## src/rtl/rh_dma_seq_if.sv

```systemverilog
// rtl/rh_dma_seq_if.sv - signal bundle between the RH11 register file, data buffer, bus arbiter and the DMA sequencer
interface rh_dma_seq_if;
    logic        devRESET;
    logic        rhCLR;
    logic        rhGO;
    logic        rhSTOP;
    logic        rhDIR;
    logic [15:0] rhWC;
    logic        fifoEMPTY;
    logic        fifoFULL;
    logic        devACKI;
    logic        devREQO;
    logic        devREADO;
    logic        fifoRD;
    logic        fifoWR;
    logic        rhINCWC;
    logic        rhINCBA;
    logic        rhBUSY;
    logic        rhDONE;
    logic        rhNXM;

    modport master (
        input  devRESET, rhCLR, rhGO, rhSTOP, rhDIR, rhWC,
        input  fifoEMPTY, fifoFULL, devACKI,
        output devREQO, devREADO, fifoRD, fifoWR,
        output rhINCWC, rhINCBA, rhBUSY, rhDONE, rhNXM
    );

    modport slave (
        output devRESET, rhCLR, rhGO, rhSTOP, rhDIR, rhWC,
        output fifoEMPTY, fifoFULL, devACKI,
        input  devREQO, devREADO, fifoRD, fifoWR,
        input  rhINCWC, rhINCBA, rhBUSY, rhDONE, rhNXM
    );
endinterface

```

## src/rtl/rh_dma_seq.sv

```systemverilog
// rtl/rh_dma_seq.sv - RH11 DMA transfer sequencer: one 36-bit word per KS10 bus cycle
module rh_dma_seq #(
    parameter int TIMEOUT = 127
) (
    input  logic       clk,
    input  logic       rst,
    rh_dma_seq_if.master bus
);
    typedef enum logic [2:0] {
        S_IDLE,
        S_WAIT,
        S_REQ,
        S_INC,
        S_DONE
    } state_t;

    state_t     r_state;
    logic       r_dir;
    logic [6:0] r_cnt;
    logic       r_req;
    logic       r_read;
    logic       r_incwc;
    logic       r_incba;
    logic       r_busy;
    logic       r_done;
    logic       r_nxm;

    logic w_abort;
    logic w_ready;
    logic w_last;
    logic w_take;
    logic w_expire;

    assign w_abort  = bus.devRESET | bus.rhCLR;
    assign w_ready  = r_dir ? !bus.fifoFULL : !bus.fifoEMPTY;
    assign w_last   = (bus.rhWC == 16'hFFFE);
    assign w_expire = (r_cnt == 7'(TIMEOUT - 1));
    // The buffer strobe must coincide with the ack cycle, so it cannot wait for a register.
    assign w_take   = (r_state == S_REQ) && bus.devACKI && !w_abort;

    always_ff @(posedge clk) begin
        if (rst || w_abort) begin
            r_state <= S_IDLE;
            r_dir   <= 1'b0;
            r_cnt   <= 7'd0;
            r_req   <= 1'b0;
            r_read  <= 1'b0;
            r_incwc <= 1'b0;
            r_incba <= 1'b0;
            r_busy  <= 1'b0;
            r_done  <= 1'b0;
            r_nxm   <= 1'b0;
        end else begin
            r_incwc <= 1'b0;
            r_incba <= 1'b0;
            r_done  <= 1'b0;
            case (r_state)
                S_IDLE: begin
                    if (bus.rhGO) begin
                        r_dir   <= bus.rhDIR;
                        r_nxm   <= 1'b0;
                        r_busy  <= 1'b1;
                        r_state <= S_WAIT;
                    end
                end
                S_WAIT: begin
                    if (bus.rhSTOP) begin
                        r_done  <= 1'b1;
                        r_state <= S_DONE;
                    end else if (w_ready) begin
                        r_req   <= 1'b1;
                        r_read  <= r_dir;
                        r_cnt   <= 7'd0;
                        r_state <= S_REQ;
                    end
                end
                S_REQ: begin
                    // Ack is tested first so an ack on the final timeout cycle still completes the word.
                    if (bus.devACKI) begin
                        r_req   <= 1'b0;
                        r_read  <= 1'b0;
                        r_cnt   <= 7'd0;
                        r_incwc <= 1'b1;
                        r_incba <= 1'b1;
                        r_state <= S_INC;
                    end else if (w_expire) begin
                        r_req   <= 1'b0;
                        r_read  <= 1'b0;
                        r_cnt   <= 7'd0;
                        r_nxm   <= 1'b1;
                        r_done  <= 1'b1;
                        r_state <= S_DONE;
                    end else begin
                        r_cnt <= r_cnt + 7'd1;
                    end
                end
                S_INC: begin
                    if (w_last || bus.rhSTOP) begin
                        r_done  <= 1'b1;
                        r_state <= S_DONE;
                    end else begin
                        r_state <= S_WAIT;
                    end
                end
                S_DONE: begin
                    r_busy  <= 1'b0;
                    r_state <= S_IDLE;
                end
                default: begin
                    r_busy  <= 1'b0;
                    r_state <= S_IDLE;
                end
            endcase
        end
    end

    assign bus.devREQO  = r_req;
    assign bus.devREADO = r_read;
    assign bus.fifoRD   = w_take & !r_dir;
    assign bus.fifoWR   = w_take & r_dir;
    assign bus.rhINCWC  = r_incwc;
    assign bus.rhINCBA  = r_incba;
    assign bus.rhBUSY   = r_busy;
    assign bus.rhDONE   = r_done;
    assign bus.rhNXM    = r_nxm;
endmodule

```

## src/flat_wrapper.sv

```systemverilog
// flat-port wrapper written by rule: the top's interface ports become plain ports
module rh_dma_seq_flat 
#(
    parameter int TIMEOUT = 127
)
  (clk, rst, bus_devRESET, bus_rhCLR, bus_rhGO, bus_rhSTOP, bus_rhDIR, bus_rhWC, bus_fifoEMPTY, bus_fifoFULL, bus_devACKI, bus_devREQO, bus_devREADO, bus_fifoRD, bus_fifoWR, bus_rhINCWC, bus_rhINCBA, bus_rhBUSY, bus_rhDONE, bus_rhNXM);
  rh_dma_seq_if bus_i ();
  input  logic clk;
  input  logic rst;
  input wire logic [$bits(bus_i.devRESET)-1:0] bus_devRESET;
  input wire logic [$bits(bus_i.rhCLR)-1:0] bus_rhCLR;
  input wire logic [$bits(bus_i.rhGO)-1:0] bus_rhGO;
  input wire logic [$bits(bus_i.rhSTOP)-1:0] bus_rhSTOP;
  input wire logic [$bits(bus_i.rhDIR)-1:0] bus_rhDIR;
  input wire logic [$bits(bus_i.rhWC)-1:0] bus_rhWC;
  input wire logic [$bits(bus_i.fifoEMPTY)-1:0] bus_fifoEMPTY;
  input wire logic [$bits(bus_i.fifoFULL)-1:0] bus_fifoFULL;
  input wire logic [$bits(bus_i.devACKI)-1:0] bus_devACKI;
  output wire logic [$bits(bus_i.devREQO)-1:0] bus_devREQO;
  output wire logic [$bits(bus_i.devREADO)-1:0] bus_devREADO;
  output wire logic [$bits(bus_i.fifoRD)-1:0] bus_fifoRD;
  output wire logic [$bits(bus_i.fifoWR)-1:0] bus_fifoWR;
  output wire logic [$bits(bus_i.rhINCWC)-1:0] bus_rhINCWC;
  output wire logic [$bits(bus_i.rhINCBA)-1:0] bus_rhINCBA;
  output wire logic [$bits(bus_i.rhBUSY)-1:0] bus_rhBUSY;
  output wire logic [$bits(bus_i.rhDONE)-1:0] bus_rhDONE;
  output wire logic [$bits(bus_i.rhNXM)-1:0] bus_rhNXM;
  assign bus_i.devRESET = bus_devRESET;
  assign bus_i.rhCLR = bus_rhCLR;
  assign bus_i.rhGO = bus_rhGO;
  assign bus_i.rhSTOP = bus_rhSTOP;
  assign bus_i.rhDIR = bus_rhDIR;
  assign bus_i.rhWC = bus_rhWC;
  assign bus_i.fifoEMPTY = bus_fifoEMPTY;
  assign bus_i.fifoFULL = bus_fifoFULL;
  assign bus_i.devACKI = bus_devACKI;
  assign bus_devREQO = bus_i.devREQO;
  assign bus_devREADO = bus_i.devREADO;
  assign bus_fifoRD = bus_i.fifoRD;
  assign bus_fifoWR = bus_i.fifoWR;
  assign bus_rhINCWC = bus_i.rhINCWC;
  assign bus_rhINCBA = bus_i.rhINCBA;
  assign bus_rhBUSY = bus_i.rhBUSY;
  assign bus_rhDONE = bus_i.rhDONE;
  assign bus_rhNXM = bus_i.rhNXM;
  rh_dma_seq #(.TIMEOUT(TIMEOUT)) u_core (.clk(clk), .rst(rst), .bus(bus_i));
endmodule
```

## config.mk

```make
export PLATFORM = sky130hd
export DESIGN_NAME = rh_dma_seq_flat
export DESIGN_NICKNAME = d
export VERILOG_FILES = /design/src/rtl/rh_dma_seq_if.sv /design/src/rtl/rh_dma_seq.sv /design/src/flat_wrapper.sv
export SDC_FILE = /design/constraint.sdc
export NUM_CORES = 1
export LEC_CHECK = 0
export CORE_MARGIN = 2
export CORE_UTILIZATION = 45
export CTS_CLUSTER_SIZE = 24
export DETAILED_ROUTE_END_ITERATION = 8
export MAX_ROUTING_LAYER = met4
export PLACE_DENSITY = 0.88
export SLEW_MARGIN = 20
export SYNTH_ARGS = -nofsm -noshare
export SYNTH_HDL_FRONTEND = slang
export SYNTH_SLANG_ARGS = --single-unit
export TNS_END_PERCENT = 1
```

## constraint.sdc

```tcl
create_clock -name clk -period 3 [get_ports clk]
set_input_delay 0.9 -clock clk [delete_from_list [all_inputs] [get_ports clk]]
set_output_delay 0.9 -clock clk [all_outputs]
set_load 0.02 [all_outputs]
```

# Word level (Yosys, flattened, before mapping)

Index checks and enable logic that the tools add are counted.

Input port bits: 26
Word-level logic and storage cells: 79
Register bits: 17

Eq/ne operators: 12
Bitwise operators: 5
Reductions and logical operators: 19
Muxes and demuxes: 33
$add $sub $neg: 1

Operators with widths:

| kind                   | number |
|---|---|
| $mux W7                | 4 |
| $mux W3                | 6 |
| $eq A16 B16 Y1 const B | 1 |
| $mux W1                | 16 |
| $pmux W7 S2            | 1 |
| $pmux W3 S4            | 1 |
| $pmux W1 S2            | 4 |
| $reduce_and A4 Y1      | 2 |
| $add A7 B1 Y7 const B  | 1 |
| $eq A7 B7 Y1 const B   | 1 |
| $eq A3 B2 Y1 const B   | 2 |
| $ne A2 B2 Y1 const B   | 3 |
| $ne A3 B2 Y1 const B   | 2 |
| $reduce_and A3 Y1      | 2 |
| $logic_not A1 Y1       | 4 |
| $ne A2 B1 Y1 const B   | 2 |
| $reduce_and A2 Y1      | 2 |
| $reduce_bool A2 Y1     | 2 |
| $eq A3 B1 Y1 const B   | 1 |
| $logic_not A3 Y1       | 1 |
| $pmux W1 S3            | 1 |
| $reduce_or A3 Y1       | 1 |
| $and A1 B1 Y1          | 2 |
| $logic_and A1 B1 Y1    | 2 |
| other kinds (4)        | 6 |

# Logic depth before layout (Yosys ltp)

Depth in word-level cells: 5
Depth in mapped cells: 6

# Least setup slack after synthesis

No wires, ideal clock.

Path kind: input-to-output
Start: in bus_rhCLR
End: out bus_fifoRD
Buffers on the path: 0
Stages on the path: 3
Path slack: 698 ps
Arrival time: 1402 ps
Cell sequence: nor2_1 > nand3_1 > nor2_1

Word-level cells in the longest chain between the ends: 4

Ends and longest elaborated chain:

| what                | line               | source |
|---|---|---|
| start, declared     | flat_wrapper.sv:11 | `input wire logic [$bits(bus_i.rhCLR)-1:0] bus_rhCLR;` |
| $or A1 B1 Y1        | rh_dma_seq.sv:34   | `assign w_abort = bus.devRESET \| bus.rhCLR;` |
| $logic_not A1 Y1    | rh_dma_seq.sv:39   | `assign w_take = (r_state == S_REQ) && bus.devACKI && !w_abort;` |
| $logic_and A1 B1 Y1 | rh_dma_seq.sv:39   |  |
| $and A1 B1 Y1       | rh_dma_seq.sv:119  | `assign bus.fifoRD = w_take & !r_dir;` |
| end, declared       | flat_wrapper.sv:21 | `output wire logic [$bits(bus_i.fifoRD)-1:0] bus_fifoRD;` |

No other way between the ends.

# Worst setup path in the final report

Start: in bus_devRESET
End: out bus_fifoRD

Word-level cells in the longest chain between the ends: 4

Ends and longest elaborated chain:

| what                | line               | source |
|---|---|---|
| start, declared     | flat_wrapper.sv:10 | `input wire logic [$bits(bus_i.devRESET)-1:0] bus_devRESET;` |
| $or A1 B1 Y1        | rh_dma_seq.sv:34   |  |
| $logic_not A1 Y1    | rh_dma_seq.sv:39   |  |
| $logic_and A1 B1 Y1 | rh_dma_seq.sv:39   |  |
| $and A1 B1 Y1       | rh_dma_seq.sv:119  |  |

No other way between the ends.

==> flow_metrics.tcl <==
set metrics [dict create \
    synth.cells.most_frequent "17 x sky130_fd_sc_hd__dfxtp_1, 11 x sky130_fd_sc_hd__a21oi_1, 9 x sky130_fd_sc_hd__nor2_1, 6 x sky130_fd_sc_hd__nand3_1" \
    achievable-frequency_mhz 343 \
    synthMostInstantiatedCell "sky130_fd_sc_hd__dfxtp_1" \
    post-route-drc-count 0 \
    grt_antenna_before_repair 0 \
    placed_area_sq_mm 0.00126 \
    gp_routability_congestion 0.886 \
    placement.setup.worst_slack_ns -0.209 \
    postSynth.topFlopCell "sky130_fd_sc_hd__dfxtp_1" \
    finalCritPeriodShare_pct 97.2 \
    number_of_distinct_library_cells_after_synthesis 40 \
    detail_route.wirelength.met1_um 894 \
    vdd.ir_drop.worst_mv 0.375 \
    synth-edff-count 0 \
    detailroute.wirelength.met3_um 119 \
    cp_dominant_cell_by_count "sky130_fd_sc_hd__nor2_1" \
    clk_skew_ns 0.00900 \
    effective_utilization_at_floorplan_pct 46.8 \
    post_cts_resize_count 2 \
    dr_wl_met2_mm 1.15 \
    ctsHoldBuffers 0 \
    placement_rows 16 \
    core_area_sq_mm 0.00192 \
    synthTopCellsByArea "sky130_fd_sc_hd__dfxtp_1 38%, sky130_fd_sc_hd__a21oi_1 6.1%, sky130_fd_sc_hd__nor2_1 3.8%, sky130_fd_sc_hd__or3_1 3.5%, sky130_fd_sc_hd__nand3_1 3.3%" \
    fin_area_sq_mm 0.00128 \
    postSynthCellCount 105 \
    worst_setup_path_end_kind "primary output" \
    holdCritPathClass "reg2reg" \
    leakage_power_of_the_design_nw 0.423 \
    nFillCells 167 \
    final_number_of_max_transition_violations 0 \
    synth.net_count 133 \
    num_antenna_cells 0 \
    worst_hold_path_startpoint "u_core.bus.devREQO$_SDFFE_PP0P_" \
    ant_nets 0 \
    wl_per_cell_um 13.0 \
    synth_top_cell_area_share_pct 37.8 \
    yosys_register_bits 17 \
    die_w_um 48.7 \
    post-synth-top-area-cell "sky130_fd_sc_hd__dfxtp_1" \
    largest_register_ff_count 7 \
    cap_viol_max_count 0 \
    timing_hold_violations_final 0 \
    rsz0062_at_grt "no" \
    cp_max_fo 3 \
    vias_per_cell 5.52 \
    timing.setup.critical_path_class "in2out" \
    io-pin-count 35 \
    count_of_yosys_warnings_during_synthesis 0 \
    grt.overflow.total 0 \
    numClockSinks 17 \
    grt_max_degree 16 \
    via_count 922 \
    finalWorstSetupSlack_ns 0.0847 \
    gr-usage-all-layers_pct 20.1 \
    mappedNetlistArea_sq_um 900 \
    worst_path_dominant_cell_family "buffers and inverters" \
    top_signal_layer_used "met4" \
    chipHeight_um 48.7 \
    sequence_of_cells_on_the_critical_path "clkdlybuf4s50_1 > nor2_1 > nand3_1 > nor2_1 > clkdlybuf4s15_1" \
    worstSkewPairLatency_ns 0.29 \
    grt_pass1_vias 825 \
    path_clk_slew_ns 0.09 \
    drt_pass_1_iters 4 \
    detailedRoute.firstIterationViolations 10 \
    critPathBufInv 2 \
    cts_root_buf "sky130_fd_sc_hd__clkbuf_4" \
    crit_start "bus_devRESET" \
    synth-async-reset-ratio_pct 0 \
    htree_num_levels 1 \
    layout_top_registers "u_core.r_cnt x7, u_core.r_state x3" \
    multi_input_area_sq_um 505 \
    drive_above_1_share_pct 9.29 \
    registers.top_by_ff_count "u_core.r_cnt" \
    drt-total-wl_mm 2.17 \
    area.sequential_sq_um 340 \
    crit_required_ns 2.10 \
    maxSlewHeadroom_pct 61.0 \
    crit_path_start_kind "primary input" \
    p_per_area_mw_per_mm2 316 \
    area_growth_syn_to_layout_pct 42.3 \
    slowest_delay_ns 0.45 \
    clock_tree.buffer_depth 2 \
    cts_tree "built" \
    crit_arrival_ns 2.02 \
    syn_avg_cell_area_sq_um 8.57 \
    first_pass_grt_wire_length_mm 3.69 \
    min_period_ns 2.92 \
    portion_of_the_post_synthesis_area_used_by_sequential_elements_pct 37.8 \
    cts_post_setup_buffers_inserted 0 \
    port_buffers 34 \
    die-area_sq_mm 0.00237 \
    cts_made_buffers 3 \
    crit_path_top_delay_cell "sky130_fd_sc_hd__clkdlybuf4s50_1" \
    outcome "complete, no violations" \
    max_slew.worst_pin.slew_ns 0.586 \
    setup_viol 0 \
    fin_worst_hold_slack_ns 0.492 \
    nets 169 \
    timing.rr.start "u_core.r_state[0]$_SDFFE_PP0P_" \
    dp_hpwl_mm 1.73 \
]
report_power, final:
part | switching [mW] | internal [mW] | total, mW | leakage, nW
Clock | 0.0710 | 0.0497 | 0.121 | 0.0177
Combinational | 0.0177 | 0.0375 | 0.0552 | 0.268
Sequential | 0.00194 | 0.227 | 0.229 | 0.137
cells by family (layout without fill, tap and decap cells):
logic type	Yosys count	count (layout)	share of synthesized area [%]
xor+xnor	1	1	0.974
fa+ha+maj	2	2	2.78
mux	3	3	3.48
flops	17	17	37.8
compound gates	28	28	19.9
simple gates	44	44	29.1
buf+inv	10	45	5.98
worst paths after layout:
| kind | to | slack (ns) | depth (start not counted) |
|---|---|---|---|
| worst max-delay path | bus_fifoRD | 0.08 | 5 |
| worst min-delay path | u_core.bus.devREQO$_SDFFE_PP0P_ | 0.49 | 2 |
| worst max register to register | u_core.r_cnt[5]$_SDFFE_PP0P_ | 1.17 | 4 |
| worst min register to register | u_core.bus.devREQO$_SDFFE_PP0P_ | 0.49 | 2 |
layout by cell type, fill, tap and decap left out, types with 2 or more instances in the layout:
cell type and n:
sky130_fd_sc_hd__o21ai_0 5, sky130_fd_sc_hd__clkdlybuf4s50_1 32, sky130_fd_sc_hd__nand4_1 4, sky130_fd_sc_hd__nand2_1 5
sky130_fd_sc_hd__clkbuf_4 3, sky130_fd_sc_hd__or3_1 5, sky130_fd_sc_hd__nor3_1 2, sky130_fd_sc_hd__inv_1 4
sky130_fd_sc_hd__a21oi_1 11, sky130_fd_sc_hd__mux2i_1 2, sky130_fd_sc_hd__dfxtp_1 17, sky130_fd_sc_hd__nand4b_1 2
sky130_fd_sc_hd__nand3_1 6, sky130_fd_sc_hd__ha_1 2, sky130_fd_sc_hd__nor2_1 9, sky130_fd_sc_hd__a31oi_1 2
sky130_fd_sc_hd__buf_4 3, sky130_fd_sc_hd__a211oi_1 2
stage by stage:
stage	setup TNS, ns	std cells	power [mW]	util [%]
after global placement	-0.340	163	0.287	65.4
final	0	167	0.405	66.6
after global routing	0	167	0.429	66.6
after floorplan	0	105	0.248	-
after CTS	0	167	0.411	66.7
after detailed placement	-0.412	163	0.289	65.4
cell type report:
class | instances | share of cell area (%)
clock buffer | 3 | 1.76
sequential | 17 | 26.6
multi-input combinational | 78 | 39.5
tap | 27 | 2.64
timing repair buffer | 37 | 28.0
inverter | 4 | 1.17
clock inverter | 1 | 0.391
tightest hold or removal path, stage by stage (launching register included):
cell                      delay, ns
sky130_fd_sc_hd__dfxtp_1       0.32
sky130_fd_sc_hd__o21ai_0       0.07
sky130_fd_sc_hd__a21oi_1       0.06
per-layer routing:
metal  up-vias  track usage, %
li1        461               -
met1       431            22.8
met2        28            34.2
met3         2            6.79
met4         0            4.29
met5         -               -
Power figures use the tool's default switching activity.
